`config.mk`:
```
export PLATFORM = sky130hd
export DESIGN_NAME = display_scan_ctrl
export DESIGN_NICKNAME = d
export VERILOG_FILES = /design/src/rtl/display_scan_ctrl.sv
export SDC_FILE = /design/constraint.sdc
export NUM_CORES = 1
export LEC_CHECK = 0
export CORE_UTILIZATION = 30
export CTS_CLUSTER_DIAMETER = 120
export DETAILED_ROUTE_END_ITERATION = 12
export GPL_TIMING_DRIVEN = 0
export MAX_ROUTING_LAYER = met4
export SKIP_CTS_REPAIR_TIMING = 1
export SKIP_LAST_GASP = 1
export SLEW_MARGIN = 20
export SYNTH_ARGS = -nofsm -noshare
export SYNTH_HDL_FRONTEND = slang
export SYNTH_SLANG_ARGS = --single-unit
```
`constraint.sdc`:
```
create_clock -name clk -period 2.7 [get_ports clk]
set_input_delay 0.405 -clock clk [delete_from_list [all_inputs] [get_ports clk]]
set_output_delay 0.405 -clock clk [all_outputs]
set_load 0.05 [all_outputs]
```
`src/rtl/display_scan_ctrl.sv`:
```
`default_nettype none
// ============================================================================
// display_scan_ctrl : time-multiplexes buffered digit words onto one decoder
// Revision 1.0 - initial release
// ============================================================================
module display_scan_ctrl #(
    parameter int NUM_DIGITS = 4,
    parameter int SCAN_DIV   = 1000,
    parameter int CNT_W      = 8
) (
    input  logic                          clk,
    input  logic                          rst_n,
    input  logic                          wr_valid,
    output logic                          wr_ready,
    input  logic [$clog2(NUM_DIGITS)-1:0] wr_addr,
    input  logic [5:0]                    wr_data,
    input  logic                          clr_err,
    output logic [5:0]                    dec_word,
    input  logic [6:0]                    dec_seg,
    output logic [6:0]                    seg,
    output logic [NUM_DIGITS-1:0]         digit_en,
    output logic [NUM_DIGITS-1:0]         err_flags,
    output logic [CNT_W-1:0]              err_count
);

    localparam int AW = $clog2(NUM_DIGITS);
    localparam int CW = (SCAN_DIV > 1) ? $clog2(SCAN_DIV) : 1;

    localparam logic [0:0] ST_BLANK = 1'b0;
    localparam logic [0:0] ST_SHOW  = 1'b1;

    localparam logic [AW-1:0]    IDX_LAST  = AW'(NUM_DIGITS - 1);
    localparam logic [CW-1:0]    SCAN_LAST = CW'(SCAN_DIV - 1);
    localparam logic [AW:0]      SLOTS     = (AW + 1)'(NUM_DIGITS);
    localparam logic [CNT_W-1:0] CNT_MAX   = '1;
    localparam logic [4:0]       CODE_MAX  = 5'd19;

    logic [0:0]            state;
    logic [AW-1:0]         idx;
    logic [CW-1:0]         scan_cnt;
    logic [5:0]            bank [NUM_DIGITS];

    logic                  show;
    logic                  wr_take;
    logic                  addr_ok;
    logic                  word_err;
    logic [NUM_DIGITS-1:0] flags_nxt;
    logic [CNT_W-1:0]      count_nxt;

    // rst_n gating keeps outputs quiet while reset is asserted, before the edge
    assign show     = (state == ST_SHOW) && rst_n;
    assign wr_ready = show;
    assign seg      = show ? dec_seg : 7'd0;
    assign digit_en = show ? ({{(NUM_DIGITS-1){1'b0}}, 1'b1} << idx) : '0;

    assign addr_ok  = ({1'b0, wr_addr} < SLOTS);
    assign wr_take  = wr_valid && wr_ready && addr_ok;
    assign word_err = (^wr_data) || (wr_data[5:1] > CODE_MAX);

    // A same-cycle write overrides the clear for its own slot and count
    always_comb begin
        flags_nxt = clr_err ? '0 : err_flags;
        count_nxt = clr_err ? '0 : err_count;
        if (wr_take) begin
            flags_nxt[wr_addr] = word_err;
            if (word_err && (count_nxt != CNT_MAX)) begin
                count_nxt = count_nxt + 1'b1;
            end
        end
    end

    always_ff @(posedge clk) begin
        if (!rst_n) begin
            state     <= ST_BLANK;
            idx       <= '0;
            scan_cnt  <= '0;
            dec_word  <= 6'd0;
            err_flags <= '0;
            err_count <= '0;
            for (int i = 0; i < NUM_DIGITS; i++) begin
                bank[i] <= 6'd0;
            end
        end else begin
            err_flags <= flags_nxt;
            err_count <= count_nxt;
            if (wr_take) begin
                bank[wr_addr] <= wr_data;
            end
            case (state)
                ST_BLANK: begin
                    dec_word <= bank[idx];
                    scan_cnt <= '0;
                    state    <= ST_SHOW;
                end
                default: begin
                    if (scan_cnt == SCAN_LAST) begin
                        scan_cnt <= '0;
                        idx      <= (idx == IDX_LAST) ? '0 : idx + 1'b1;
                        state    <= ST_BLANK;
                    end else begin
                        scan_cnt <= scan_cnt + 1'b1;
                    end
                end
            endcase
        end
    end

endmodule
`default_nettype wire
```
==> results_dict.tcl <==
set metrics [dict create \
    syn_area_mm2 0.002694 \
    crit_slowest_cell "clkdlybuf4s50_1" \
    grt_max_degree 17 \
    tritoncts "yes" \
    ys_ff_latch 55 \
    finalSetupViolations 0 \
    crit_path_end_kind "primary output" \
    antenna_found_initial 0 \
    hold_viol 0 \
    clock-sinks 55 \
    drv_slew 0 \
    cts_buffers 5 \
    crit_arrival_ps 2170 \
    overflow 0 \
    syn-instance-count 246 \
    grt_pass1_vias 1851 \
    initial_core_util_pct 30.89 \
    place.gp.congestion 0.7927 \
    grtUsageTotal_pct 13.11 \
    ctsLongestPathBuffers 2 \
    tightestPinTransition_ps 517.2 \
    finClkSkew_ps 9.862 \
    period_minus_slack_ps 2572 \
    r2r_cells 7 \
    drcViolationCount 0 \
    dieWidth_um 96.76 \
    post_drt_wl_per_cell_um 13.64 \
    cts_max_level 2 \
    clk_transition_reported_paths_ps 100 \
    fmax_mhz 388.7 \
    path_cells "buf_4 > clkbuf_1 > and3_1 > clkdlybuf4s50_1" \
    fin_nets 328 \
    num_rows 34 \
    place_hpwl_mm 4.298 \
    ys_warn_count 0 \
    mostFrequentLayoutCells "clkdlybuf4s50_1, dfxtp_1, edfxtp_1" \
    whs_ps 415.7 \
    fin_tns_setup_ps 0 \
    ys_async_sr_fraction_pct 0 \
    synth-seq-area-share_pct 49.79 \
    drive_gt1_share_pct 9.302 \
    status "finished, final reports clean" \
    crit_type "reg -> out" \
    root_buffer "clkbuf_8" \
    ant_nets 0 \
    ys.flop_type "dfxtp_1" \
    place_area_mm2 0.003299 \
    hold_path.class "in -> reg" \
    ioPinCount 49 \
    vias 1851 \
    insertion_delay_ps 310 \
    core_region_area_mm2 0.008721 \
    whs_path_depth 3 \
    synth_edf_count 24 \
    ir_drop_mv 0.2095 \
    worstPathRequired_ps 2300 \
    post-route-period-util_pct 95.28 \
    slowest_delay_ps 800 \
    utilization_pct 39.28 \
    powerDensity_mw_per_mm2 477.3 \
    portBuffers 47 \
    drtIter0Drc 41 \
    postSynthAreaPerCell_um2 10.95 \
    routed_wl_mm 5.580 \
    layout_commonest_cell "clkdlybuf4s50_1" \
    power_w 0.001635 \
    drv_cap 0 \
    synth_top_area_share_pct 26.75 \
    synth.area.top_cells "edfxtp_1, dfxtp_1, mux4_2" \
    cellLeakagePower_nw 1.369 \
    die_height_um 96.76 \
    diodes 0 \
    die_area_mm2 0.009363 \
    vias_per_cell 4.526 \
    start_kind "flip-flop" \
    synth_largest_area_cell "edfxtp_1" \
    synth_cell_type_count 40 \
    synth_nets 274 \
    cp_max_fo 10 \
    syn_to_final_growth_pct 27.17 \
    relSlewSlack_pct 65.46 \
    grt_pass1_wl_mm 9.556 \
    final_area_mm2 0.003426 \
    firstDrtPassIters 4 \
]
worst paths after layout:
| check | start | endpoint | slack (ps) |
|---|---|---|---|
| max reg2reg | err_count[0] | err_count[3] | 900 |
| max | state | digit_en[2] | 130 |
| min | rst_n | err_count[3] | 420 |
| min reg2reg | scan_cnt[0] | scan_cnt[0] | 450 |
worst max-delay path, delay by kind of cell (launching register included):
family                 cells  cell delay [ps]
buffers and inverters      3             1300
DFF                        1              360
and+or+nand+nor            1              200
sequential cells by signal, indices dropped and copies added, names as in the netlist:
signal / cells
bank: 24
scan_cnt: 10
err_flags: 4
state: 1
dec_word: 6
idx: 2
err_count: 8
final cells by class:
class                           instances  area (µm²)
Buffer                                 11       56.30
Clock inverter                          1       5.005
Fill cell                             845        5295
Sequential cell                        55        1341
Clock buffer                            7       107.6
Tap cell                              108       135.1
Multi-Input combinational cell        170        1260
Timing Repair Buffer                   47       483.0
Inverter                               10       37.54
synth_stat cells (all sizes together), types with 2 or more instances:
| master | count |
|---|---|
| xor2 | 4 |
| clkbuf | 6 |
| xnor2 | 7 |
| edfxtp | 24 |
| o31ai | 3 |
| nor2 | 23 |
| inv | 10 |
| or2 | 3 |
| o211ai | 2 |
| dfxtp | 31 |
| and2 | 17 |
| nand2b | 2 |
| nor3 | 3 |
| and3 | 18 |
| mux4 | 6 |
| o21ai | 5 |
| nand3 | 12 |
| nand2 | 15 |
| mux2i | 13 |
| ha | 9 |
| buf | 5 |
| nor2b | 16 |
logic make-up (layout without fill, tap and decap cells):
kind of cell               after synthesis  after routing  share of synthesized area, %
xor gates and xnor gates                11             11                         3.576
buffers and inverters                   21             76                         3.437
and+or+nand+nor                        115            115                         23.69
AOI/OAI and AO/OA                       16             16                         5.481
muxes                                   19             19                         9.847
DFF                                     55             55                         49.79
adders and majority gates                9              9                         4.180
per-stage QoR:
stage | worst slack (ps) | std cells
after floorplan | 673.9 | 246
after global placement | 182.0 | 401
after detailed placement | 153.9 | 401
after CTS | 26.12 | 409
after global routing | -10.89 | 409
final | 127.6 | 409
report_power, final:
part	switching [W]	internal [W]	leakage, nW
Combinational	0.000124	0.0000802	0.800
Clock	0.000271	0.000263	0.0594
Sequential	0.00000827	0.000888	0.509
Total	0.000403	0.00123	1.37
layer usage:
metal / global-route usage, % / wire, µm / vias up
met2: 20.64 / 2663 / 29
met4: 4.822 / 94 / 0
met1: 16.90 / 2668 / 852
li1: - / - / 966
met3: 2.312 / 154 / 4
met5: - / 0 / -
No activity file was read; power rests on OpenSTA's default activity.
